**src/rtl/div_ctrl.sv**
```systemverilog
// Sequencer for the signed (div_gen_0) and unsigned (div_gen_1) divider cores.
// Takes one request at a time, feeds both operand channels, and holds the selected result.
module div_ctrl #(
  parameter int unsigned DW = 32
) (
  input  logic            clk,
  input  logic            resetn,
  input  logic            req_valid,
  output logic            req_ready,
  input  logic            req_signed,
  input  logic            req_rem,
  input  logic [DW-1:0]   req_src1,
  input  logic [DW-1:0]   req_src2,
  input  logic            cancel,
  output logic            res_valid,
  output logic [DW-1:0]   res_data,
  input  logic            res_ready,
  output logic [DW-1:0]   div_dividend,
  output logic [DW-1:0]   div_divisor,
  output logic            s_dvd_tvalid,
  input  logic            s_dvd_tready,
  output logic            s_dvs_tvalid,
  input  logic            s_dvs_tready,
  input  logic            s_dout_tvalid,
  input  logic [2*DW-1:0] s_dout_tdata,
  output logic            u_dvd_tvalid,
  input  logic            u_dvd_tready,
  output logic            u_dvs_tvalid,
  input  logic            u_dvs_tready,
  input  logic            u_dout_tvalid,
  input  logic [2*DW-1:0] u_dout_tdata,
  output logic            err_spurious
);

  typedef enum logic [1:0] {StIdle, StSend, StWait, StDone} state_e;

  state_e          state_q, state_d;
  logic            signed_q, signed_d;
  logic            rem_q, rem_d;
  logic [DW-1:0]   dividend_q, dividend_d;
  logic [DW-1:0]   divisor_q, divisor_d;
  logic [DW-1:0]   res_q, res_d;
  logic            dvd_sent_q, dvd_sent_d;
  logic            dvs_sent_q, dvs_sent_d;
  logic            kill_q, kill_d;
  logic            err_q, err_d;

  logic            dvd_tvalid, dvs_tvalid;
  logic            dvd_tready_sel, dvs_tready_sel;
  logic            dout_valid_sel;
  logic [2*DW-1:0] dout_data_sel;
  logic            dvd_done, dvs_done;
  logic            expect_s, expect_u, spurious;

  // Channel valids come from registered state and flags only.
  assign dvd_tvalid = (state_q == StSend) && !dvd_sent_q;
  assign dvs_tvalid = (state_q == StSend) && !dvs_sent_q;

  assign dvd_tready_sel = signed_q ? s_dvd_tready  : u_dvd_tready;
  assign dvs_tready_sel = signed_q ? s_dvs_tready  : u_dvs_tready;
  assign dout_valid_sel = signed_q ? s_dout_tvalid : u_dout_tvalid;
  assign dout_data_sel  = signed_q ? s_dout_tdata  : u_dout_tdata;

  // Sent flags including a handshake happening this cycle.
  assign dvd_done = dvd_sent_q || (dvd_tvalid && dvd_tready_sel);
  assign dvs_done = dvs_sent_q || (dvs_tvalid && dvs_tready_sel);

  assign expect_s = (state_q == StWait) && signed_q;
  assign expect_u = (state_q == StWait) && !signed_q;
  assign spurious = (s_dout_tvalid && !expect_s) || (u_dout_tvalid && !expect_u);

  always_comb begin
    state_d    = state_q;
    signed_d   = signed_q;
    rem_d      = rem_q;
    dividend_d = dividend_q;
    divisor_d  = divisor_q;
    res_d      = res_q;
    dvd_sent_d = dvd_sent_q;
    dvs_sent_d = dvs_sent_q;
    kill_d     = kill_q;
    err_d      = err_q || spurious;

    case (state_q)
      StIdle: begin
        if (req_valid && !cancel) begin
          state_d    = StSend;
          signed_d   = req_signed;
          rem_d      = req_rem;
          dividend_d = req_src1;
          divisor_d  = req_src2;
          dvd_sent_d = 1'b0;
          dvs_sent_d = 1'b0;
          kill_d     = 1'b0;
        end
      end
      StSend: begin
        dvd_sent_d = dvd_done;
        dvs_sent_d = dvs_done;
        if (cancel && !dvd_done && !dvs_done) begin
          state_d = StIdle;
        end else begin
          // A core that saw any operand must see both, so a late cancel only marks the op dead.
          if (cancel) kill_d = 1'b1;
          if (dvd_done && dvs_done) state_d = StWait;
        end
      end
      StWait: begin
        if (cancel) kill_d = 1'b1;
        if (dout_valid_sel) begin
          if (kill_q || cancel) begin
            state_d = StIdle;
          end else begin
            res_d   = rem_q ? dout_data_sel[DW-1:0] : dout_data_sel[2*DW-1:DW];
            state_d = StDone;
          end
        end
      end
      StDone: begin
        if (res_ready || cancel) state_d = StIdle;
      end
      default: state_d = StIdle;
    endcase
  end

  always_ff @(posedge clk) begin
    if (!resetn) begin
      state_q    <= StIdle;
      signed_q   <= 1'b0;
      rem_q      <= 1'b0;
      dividend_q <= '0;
      divisor_q  <= '0;
      res_q      <= '0;
      dvd_sent_q <= 1'b0;
      dvs_sent_q <= 1'b0;
      kill_q     <= 1'b0;
      err_q      <= 1'b0;
    end else begin
      state_q    <= state_d;
      signed_q   <= signed_d;
      rem_q      <= rem_d;
      dividend_q <= dividend_d;
      divisor_q  <= divisor_d;
      res_q      <= res_d;
      dvd_sent_q <= dvd_sent_d;
      dvs_sent_q <= dvs_sent_d;
      kill_q     <= kill_d;
      err_q      <= err_d;
    end
  end

  assign req_ready    = (state_q == StIdle);
  assign res_valid    = (state_q == StDone);
  assign res_data     = res_q;
  assign div_dividend = dividend_q;
  assign div_divisor  = divisor_q;
  assign s_dvd_tvalid = dvd_tvalid && signed_q;
  assign s_dvs_tvalid = dvs_tvalid && signed_q;
  assign u_dvd_tvalid = dvd_tvalid && !signed_q;
  assign u_dvs_tvalid = dvs_tvalid && !signed_q;
  assign err_spurious = err_q;

endmodule

```
**config.mk**
```make
export PLATFORM = sky130hd
export DESIGN_NAME = div_ctrl
export DESIGN_NICKNAME = d
export VERILOG_FILES = /design/src/rtl/div_ctrl.sv
export SDC_FILE = /design/constraint.sdc
export NUM_CORES = 1
export LEC_CHECK = 0
export ABC_AREA = 1
export BUFFER_PORTS_ARGS = -buffer_cell sky130_fd_sc_hd__buf_2
export CORE_AREA = 2 2 139 141
export DETAILED_ROUTE_END_ITERATION = 8
export DIE_AREA = 0 0 141 143
export GPL_TIMING_DRIVEN = 0
export PLACE_DENSITY_LB_ADDON = 0.2
export SLEW_MARGIN = 20
export SYNTH_ARGS = -nofsm -noshare
export SYNTH_HDL_FRONTEND = slang
export SYNTH_SLANG_ARGS = --single-unit
export TNS_END_PERCENT = 20
```
**constraint.sdc**
```tcl
create_clock -name clk -period 4.1 [get_ports clk]
set_input_delay 0.82 -clock clk [delete_from_list [all_inputs] [get_ports clk]]
set_output_delay 0.82 -clock clk [all_outputs]
set_load 0.01 [all_outputs]
```
======== Word level (Yosys, flattened, before mapping) ========
Index checks and enable logic that the tools add are counted.
word-level totals
  register bits ........................... 104
  bits of input ports ..................... 205
  output and inout bits ................... 103
  logic and storage cells ................. 75
operators by class
  eq/ne operators ......................... 8
  muxes and demuxes ....................... 18
  bitwise operators ....................... 1
  reductions and logical operators ........ 38
operators with widths
  operator              count
  $mux W64              1
  $mux W32              1
  $logic_and A1 B1 Y1   16
  $mux W2               6
  $logic_not A1 Y1      8
  $pmux W2 S4           1
  $logic_or A1 B1 Y1    6
  $mux W1               6
  $reduce_and A3 Y1     2
  $eq A2 B2 Y1 const B  2
  $ne A2 B1 Y1 const B  2
  $ne A2 B2 Y1 const B  2
  $pmux W1 S2           2
  $reduce_and A2 Y1     2
  $reduce_and A4 Y1     1
  $ne A3 B1 Y1 const B  1
  $pmux W1 S3           1
  $reduce_bool A3 Y1    1
  $eq A2 B1 Y1 const B  1
  $logic_not A2 Y1      1
  $reduce_bool A2 Y1    1
  $not A1 Y1            1

======== Longest topological paths before layout ========
Gate-level depths: netlist of the first run.
  word-level depth ........................ 9
  mapped depth ............................ 13
  gate-level depth less buffers ........... 13

======== Worst setup path before layout of the first run ========
OpenSTA, ideal clock, no wires.
  path kind ............................... register to output
  start ................................... register state_q[1]
  end ..................................... output s_dvs_tvalid
  arrival ................................. 1058 ps
  data required time ...................... 3280 ps
  path slack .............................. 2222 ps
  stages on the path, launching flop included .. 7
  path buffers ............................ 0
  path through ............................ dfxtp_1 -> inv_1 -> ha_1 -> inv_1 -> nor2_2 -> inv_1 -> nor2_1
between the ends
  word-level cells in the longest chain between the ends .. 3
ends and longest elaborated chain
  item                    RTL line  source
  from (decl)             37        state_e state_q, state_d;
  from (signal assigned)  128       state_q <= StIdle;
  from (signal assigned)  139       state_q <= state_d;
  $eq A2 B1 Y1            57        assign dvs_tvalid = (state_q == StSend) && !dvs_sent_q;
  $logic_and A1 B1 Y1     57
  $logic_and A1 B1 Y1     158       assign s_dvs_tvalid = dvs_tvalid && signed_q;
  to (decl)               22        output logic s_dvs_tvalid,
Every way passes these cells.

======== Worst setup path in the final report of the first run ========
  start ................................... register signed_q
  end ..................................... output s_dvd_tvalid
between the ends
  word-level cells in the longest chain between the ends .. 1
ends and longest elaborated chain
  item                    RTL line  source
  from (decl)             38        logic signed_q, signed_d;
  from (signal assigned)  140       signed_q <= signed_d;
  $logic_and A1 B1 Y1     157       assign s_dvd_tvalid = dvd_tvalid && signed_q;
  to (decl)               20        output logic s_dvd_tvalid,
Every way passes these cells.

==> results, run 1 <==
- The most numerous cell in the Yosys netlist is nor2_1.
- In the final timing run, aggregate negative setup slack is 0 ns.
- The tree is rooted in a clkbuf_16.
- The xor-xnor portion of the synthesized cell area is 0%.
- Of the total synthesized cell area, the portion taken by full adders, half adders and majority gates is 1.05%.
- After the flow finishes, the layout carries non-filler instances totaling approximately 1,200.
- The proportion of netlist area held by the largest area contributor is 43.5%.
- Averaged over all synthesized cells, the footprint is approximately 7 um2.
- The minimum clock period is 2.55 ns.
- The detailed-route wire length per cell is 15.5 um.
- The hold buffer count at cts is 0.
- The fraction of power spent switching nets is between 30% and 40%.
- The worst path buffer plus inverter count is 5.
- In this run, the combinational gates consume a little over a third of the power.
- roughly 310 I/O pins were placed.
- For this block, the via count after detailed routing is ~5,600.
- Sorting the synthesized cells by area gives the leading types as dfxtp_1, nor2_1, o21ai_0.
- Counting every net in the synthesized netlist gives between 900 and 1,000.
- The placed wire-length estimate after detailed placement is 15.1 mm.
- The initial standard-cell utilization of the core is between 20 and 30%.
- In the routed design, unresolved DRC markers number 0.
- The number of different library cells used by synthesis comes to 26.
- The gate count of the mapped netlist is roughly 700.
- Of the cells placed in the final design, the portion with a size suffix greater than 1 is 36.2%.
- The placeable core area is 0.0186 mm2.
- The run finished with clean final reports.
- The final-layout fill cell count is slightly above 2,000.
- The total CTS buffers is 9.
- The overall track demand over capacity in global routing is a little under a fifth.
- The biggest cell delay along the critical path is ~0.41 ns.
- STA classifies the critical path startpoint as a register.
- The worst ir drop on vdd is approximately 0.0002 V.
- The total number of clock tree sinks is roughly 100.
- The overall power after layout is between 3 and 4 mW.
- The total overflow reported by the global router is 0.
- The sequential-to-total area share from yosys stat is 43.5%.
- From synthesis to final layout, the design area changed by 44.4%.
- The initial antenna violation count is 1.
- Yosys mapped a number of flops with a built-in enable equal to 0.
- In this run the static leakage power is between 3 and 4 nW.
- After synthesis, the largest family of logic cells by area is simple AND/OR/NAND/NOR gates.
- The slowest cell on the critical path is clkbuf_1.
- The multiplexer fraction of the synthesized cell area is 0%.
- Before CTS, the worst setup slack after placement is about 1.9 ns.
- The kind of cell adding the most delay to the critical path is buffers and inverters.
- The layout net count is about 1,200.
- The internal power of the cells totals 2.05 mW.
- The worst relative slew slack is approximately two thirds.
- The die area is between 0.02 and 0.025 mm2.
- The highest clock frequency the design can meet is slightly below 0.4 GHz.
- The maximum fanout encountered on the critical timing path is 10.
- The cell area after technology mapping is between 0.004 and 0.005 mm2.
- Clock skew on the completed layout was measured at about 0.008 ns.
- Counting tap cells, the placed design contains a total of 1,232 instances.
- STA classifies the critical path endpoint as an output port.
- From left edge to right edge, the die measures between 100 and 150 um.
- The pin count of the biggest net entering global routing is 21.
- The total count of max-transition violations in the final report is 0.
- The maximum level of the CTS H-tree is 3.
- The critical path's most frequent cell is buf_6.
- The sequential standard cell area is approximately 0.0021 mm2.
- The most used flip-flop cell after synthesis is dfxtp_1.
- Sorting the synthesized cells by how often they occur yields nor2_1, o21ai_0, dfxtp_1.
- The part of the total power dissipated in sequential elements is 37.6%.
- Of all cell types, the one taking the most synthesized area is dfxtp_1.
- Buffers placed on the I/O ports in this run total between 300 and 400.
- The die is about 140 um tall.
- The number of buffers inserted to repair setup after CTS is 0.
- The number of gates resized after cts is 0.
- The fraction of the mapped netlist area in compound gates is 23.0%.
- The fraction of power consumed by the clock network is 26.3%.
- The deepest clock path buffer count is 2.
- The multi-input combinational cells in the finished layout cover a total of ~0.0023 mm2.
- Traced cell by cell, the critical path runs through buf_6, inv_4, buf_6, clkbuf_1, nor2_1, buf_2.
- The number of warning messages in the yosys log is 0.
- After the first detailed-routing iteration, the DRC count stood at ~220.
- The worst setup path category is reg2out.
- The slew at the pin with the worst max-slew slack is roughly 0.53 ns.
- The remaining antenna violation count is 0.
- The clock transition at the registers of the reported paths is ~0.070 ns.
- The class of the tightest hold or removal check is reg2reg.
- The clock tree from TritonCTS is done.
- The worst path uses 62.1% of the clock period.
- The detailed-routing iteration count for the pre-antenna-repair pass is 4.
- Setup violations remaining at the end of the flow were counted as 0.
- The first global-routing pass estimated just under 30 mm of wire.
- For this design the total switching power over the nets is ~1.3 mW.
- The number of global-route vias before repair came to 5,436.
- The number of hold violations in the final report was 0.
- The clock insertion delay at the later pin of the skew report is 0.36 ns.
- The average via count per standard cell is about 4.5.
- The data required time at the worst endpoint is between 3 and 4 ns.
- Setup repair after global routing left no endpoint under its margin.
- The arrival time reported for the critical path endpoint is about 1.7 ns.
- Across the run, the number of max-cap violations was 0.
- The fraction of registers with async set/reset is 0%.
- The congestion estimate from routability-driven global placement came to roughly 0.8.
- The total length of routed wires is ~19 mm.
- The smallest setup slack after layout is between 1.5 and 2 ns.
- Synthesis inferred 104 register bits.
- Power spread over the standard cell area amounts to 480 mW/mm2.
- The area share of and/or/nand/nor cells after synthesis is roughly a quarter.
- The site row count is 50.
==> cells by family after synthesis <==
family | after synthesis
adder cells (fa/ha/maj) | 4
AND/OR/NAND/NOR | 300
flip-flops | 104
AO/OA/AOI/OAI | 210
buffers and inverters | 74
==> worst reg2reg max path, stage by stage, from the launching register on <==
cell and delay [ns]:
dfxtp_1 0.33, inv_1 0.10, ha_1 0.27, inv_1 0.09
nor3_2 0.21, inv_2 0.10, buf_2 0.21, buf_2 0.23
nor2_1 0.11, nor2_1 0.05
==> layout by cell type (no fill, tap or decap), drive strengths merged <==
cell type    n
buf        335
nor2       270
o21ai      166
dfxtp      104
clkbuf      33
a31oi       32
nand2       24
inv         24
a21oi        8
nand3        5
ha           4
clkinv       3
o31ai        2
diode        1
nor3         1
o21bai       1
a21boi       1
clkinvlp     1
==> state kept, by name (all words and copies together), names as in the netlist <==
signal        count
div_dividend     32
div_divisor      32
res_data         32
state_q           2
dvd_sent_q        1
dvs_sent_q        1
err_spurious      1
kill_q            1
rem_q             1
signed_q          1
==> metal layers <==
layer / global-route usage [%] / wire length, um
met1: 21.2 / 7970
met4: 4.74 / 163
met2: 33.0 / 9320
met3: 7.31 / 1920
met5: 0 / 0
==> area by class of cell <==
type                            instances  share of cell area (%)
Antenna cell                            1                  0.0362
Clock buffer                            9                    3.26
Sequential cell                       104                    30.1
Clock inverter                          7                    1.07
Multi-Input combinational cell        514                    33.9
Timing Repair Buffer                  306                    22.2
Inverter                               21                    1.18
Buffer                                 53                    3.98
Tap cell                              234                    4.24
==> metrics by stage <==
stage	util [%]	hold slack [ns]	area, um2
final	37.2	0.471	6910
after global routing	37.2	0.481	6910
after CTS	37.2	0.470	6910
after detailed placement	35.6	0.458	6610
after global placement	35.6	0.455	6610
after floorplan	-	0.443	4780
==> power by group through the flow <==
stage | Clock (mW) | Combinational [mW] | Sequential [mW]
after floorplan | 0 | 0.666 | 1.33
after global placement | 0 | 1.22 | 1.27
after detailed placement | 0 | 1.22 | 1.27
after CTS | 0.909 | 1.22 | 1.25
after global routing | 0.944 | 1.36 | 1.27
final | 0.873 | 1.20 | 1.25
==> final timing paths <==
kind,start,end,slack (ns),cells past startpoint
setup / recovery,signed_q,s_dvd_tvalid,1.55,6
hold / removal,dvd_sent_q,dvd_sent_q,0.47,2
setup reg to reg,state_q[0],div_dividend[30],2.29,9
hold reg to reg,dvd_sent_q,dvd_sent_q,0.47,2
No activity file was read; power rests on OpenSTA's default activity.
==> run 2: changes to the inputs <==
- ABC_AREA: 1 -> 0
- CORE_AREA: 2 2 139 141 -> 2 2 140 142
- DIE_AREA: 0 0 141 143 -> 0 0 142 144
- clock period: 4.1 -> 2.1 ns (I/O delays scaled with it)
==> run 2 against run 1 <==
  * Final cell count shrank 13%
  * Non-clock buffer count shrank 12
  * Cell area grew 1.1%
  * Die area rose by 1.4%
  * Combinational power up 7%
  * Synthesized area is 1.2% higher
  * Hold slack got worse by 0.16 ns
  * Power is 56% higher
  * Register-to-register slack worse by 2.2 ns
  * Critical path depth is 1 lower
  * Setup slack got worse by 1.4 ns
  * Largest cell class unchanged
==> results, run 2 <==
- The flow ran to the end, and the final reports show no timing, DRC or antenna violations.
- VDD sags by at most about 0.00044 V.
- Routability-driven placement finished with a final weighted congestion of 0.751.
- The clock transition at the registers of the reported paths is around 0.07 ns.
- The height of the die is approximately 140 um.
- The worst setup path is launched from a register.
- In the routed design, unresolved DRC markers number 0.
- The number of global-route vias before repair is ~4,700.
- The die area is roughly 0.02 mm2.
- The netlist uses 32 different library cells.
- After floorplanning, the core was divided into a little over 50 placement rows.
- The overall power after layout is 5.20 mW.
- The setup violation total in the final timing report is 0.
- The top cell type by area accounts for 43.0% of the synthesized area.
- For this run, the detailed router's first-pass iteration total came to 6.
- Static timing analysis puts the maximum clock frequency at 0.507 GHz.
- The slew at the pin with the worst max-slew slack is between 0.6 and 0.7 ns.
- The data required time at the worst endpoint is 1.68 ns.
- The worst path buffer plus inverter count is 2.
- Following the worst setup path forward leads to its endpoint at s_dvs_tvalid.
- Setup repair after global routing could not meet its margin everywhere.
- The nature of the critical path endpoint is an output port.
- The die is 142 um wide.
- Once layout is complete, the cells apart from fillers number approximately 1,100.
- Tracing the worst setup path back leads to its startpoint at state_q[1].
- The synthesized area per cell is just over 9 um2.
- After detailed routing, the number of vias per cell comes to around 4.5.
- The area growth from synthesis to layout is 44.3%.
- The depth of the most critical reg-to-reg path is 7.
- The arrival time reported for the critical path endpoint is between 1.5 and 2 ns.
- In the global route stage, overall resource usage came out at between 10% and 20%.
- The logic depth of the worst path, buffers included is 5.
- Summed over all cells, the static leakage comes to around 3.1 nW.
- The largest individual stage delay along the critical path comes from the cell dfxtp_1.
- The initial antenna violation count is 1.
- The total number of clock tree sinks is approximately 100.
- Detailed routing inserted a total of between 4,000 and 5,000 vias.
- By area the synthesized netlist is led by dfxtp_1, nand2_1, a21boi_0.
- The layout net count is 1,051.
- The first-pass GRT wire length is ~25 mm.
- The clock insertion delay at the later pin of the skew report is ~0.35 ns.
- The most used flip-flop cell after synthesis is dfxtp_1.
- The initial standard-cell utilization of the core is 25.4%.
- The signal on the critical path passes through inv_1, ha_1, nor2b_2, and2_1, buf_2.
- The worst pin sits at a relative slew slack of between 50% and 60%.
- The maximum clock skew at final layout is ~0.0078 ns.
- The global routing's busiest layer is met2.
- The most common cell in the synthesized netlist is nand2_1.
- The final-layout fill cell count is between 1,500 and 2,000.
- For flop-to-flop paths, the worst setup slack is ~0.14 ns.
- After legalization and detailed placement, the total HPWL measured between 10 and 15 mm.
- The post-route fraction of the period consumed by the critical path is about 94%.
- The clock tree from TritonCTS is done.
- The minimum clock period is just under 2 ns.
- Summed over all instances, the cell type with the most area after synthesis is dfxtp_1.
- The total count of max-transition violations in the final report was 0.
- In this run the critical register-to-register path is captured at div_dividend[24].
- On the critical path the largest part of the delay comes from simple AND/OR/NAND/NOR gates.
- The detailed-route wire length per cell is ~15 um.
- The smallest setup slack after layout is approximately 0.13 ns.
- Buffers added to address setup during post-CTS repair amount to 0.
- The number of flops mapped to enable cells by yosys is 0.
- The total area inside the core boundary comes to about 0.019 mm2.
- In this run the critical register-to-register path is launched from state_q[0].
- After global routing the overflow that remains totals 0.
- The number of top-level design ports is roughly 300.
- The cell area after technology mapping is a little under 0.005 mm2.
- The violation count after the first detailed-routing iteration is ~160.
- The remaining antenna violation count is 0.
- Yosys printed 0 warnings.
- The number of hold violations in the final report is 0.
- For this run, global-route usage on met3 was measured as ~4.5%.
- The clock tree synthesis step divided the H-tree into 3 levels.
- The post-route netlist has between 40% and 50% of its cells at a drive strength greater than 1.
- The power density over the cells is approximately 740 mW/mm2.
- The sequential-to-total area share from yosys stat is roughly 43%.
- The total length of routed wires is ~16 mm.
- The tree is rooted in a clkbuf_16.
- Of all flip-flops after synthesis, the portion carrying an async set or reset was 0%.
- Ranked by instance count, the synthesized netlist is headed by nand2_1, dfxtp_1, a21boi_0.
- Counting every net in the synthesized netlist gives approximately 730.
- The sum of negative setup slack is 0 ns.
- The library cell used most frequently in the layout, excluding fill and tap cells, is buf_2.
- The critical path is of the reg2out type.
- The path class of the tightest hold or removal check is in2reg.
- Timing analysis after detailed placement gives a worst setup slack of -0.000940 ns.
- In this run the deepest clock path goes through 2 buffers.
- After synthesis the netlist holds a flip-flop and latch count of 104.
- The maximum fanout encountered on the critical timing path is 5.
- The total CTS buffers is 9.
- The repair_antennas step left the layout with diodes totalling 0.
- The gate count of the mapped netlist is 525.
- The top cell types in the final layout, fill and taps aside, are buf_2, nand2_1, dfxtp_1, a21boi_0, mux4_2.
- Global routing used 26.4% of the available met2 tracks.
- The total of buffers placed on input and output ports is between 300 and 400.
- In this design, the stage delay of the slowest critical-path cell is between 0.3 and 0.4 ns.
- The number of placed cells counting well taps is 1,069.
- The pin count of the biggest net entering global routing is 17.
- The tool flagged a number of max-cap violations equal to 0.
- The met1 usage in global routing is approximately a fifth.
-- run 2: how the worst min path moves through the flow --
stage	start	end	slack, ns	cells past startpoint
6_report	req_src1[9]	div_dividend[9]	0.31	3
5_1_grt	req_src1[24]	div_dividend[24]	0.31	3
4_1_cts	req_src2[22]	div_divisor[22]	0.29	3
3_5_place_dp	div_dividend[23]	div_dividend[23]	0.45	2
3_3_place_gp	res_data[30]	res_data[30]	0.45	2
2_1_floorplan	state_q[1]	state_q[1]	0.47	2
-- run 2: final cells by class --
cell class	count	area [um2]	area share, %
buffer	41	194	2.77
clock buffer	12	246	3.53
clock inverter	4	53.8	0.770
inverter	5	18.8	0.269
multi-input combinational	375	2560	36.7
sequential	104	2080	29.8
tap	238	298	4.26
timing repair buffer	306	1530	21.9
-- run 2: cells by family (layout without fill, tap and decap cells) --
| kind of cell | Yosys count | count (layout) | share of synthesized area, % |
|---|---|---|---|
| adders and majority gates | 4 | 4 | 1.03 |
| AOI/OAI and AO/OA | 111 | 111 | 17.1 |
| muxes | 39 | 39 | 16.5 |
| and+or+nand+nor | 221 | 221 | 18.2 |
| buffers and inverters | 46 | 368 | 4.19 |
| DFF | 104 | 104 | 43.0 |
-- run 2: per-layer routing --
metal / up-vias / wire length, um / share of wire (%)
li1: 2424 / - / -
met1: 2206 / 6940 / 43
met2: 189 / 7720 / 48
met3: 21 / 1230 / 7.6
met4: 0 / 356 / 2.2
met5: - / 0 / 0
-- run 2: power by group --
group	switching, mW	total (mW)	internal [mW]
Sequential	0.0738	2.19	2.11
Clock	0.767	1.73	0.962
Combinational	0.681	1.28	0.598
Total	1.52	5.20	3.67
-- run 2: repair_timing --
item,CTS,global route
gates resized for setup,2,9
setup endpoints to repair,5,61
hold buffers,0,0
endpoints found under the hold margin,0,0
-- run 2: worst reg2reg max path, stage by stage, from the launching register on --
cell and delay, ns:
dfxtp_1 0.34, inv_1 0.08, ha_1 0.33, and3_1 0.26
buf_2 0.25, clkbuf_1 0.40, nand2_1 0.10, a21boi_0 0.15
-- run 2: stage by stage --
step	instance area, um2	hold WS [ns]	util, %
6_report	6990	0.312	36.6
5_1_grt	6990	0.314	36.6
4_1_cts	6980	0.293	36.6
3_5_place_dp	6670	0.454	35.0
3_3_place_gp	6670	0.449	35.0
2_1_floorplan	4840	0.471	-
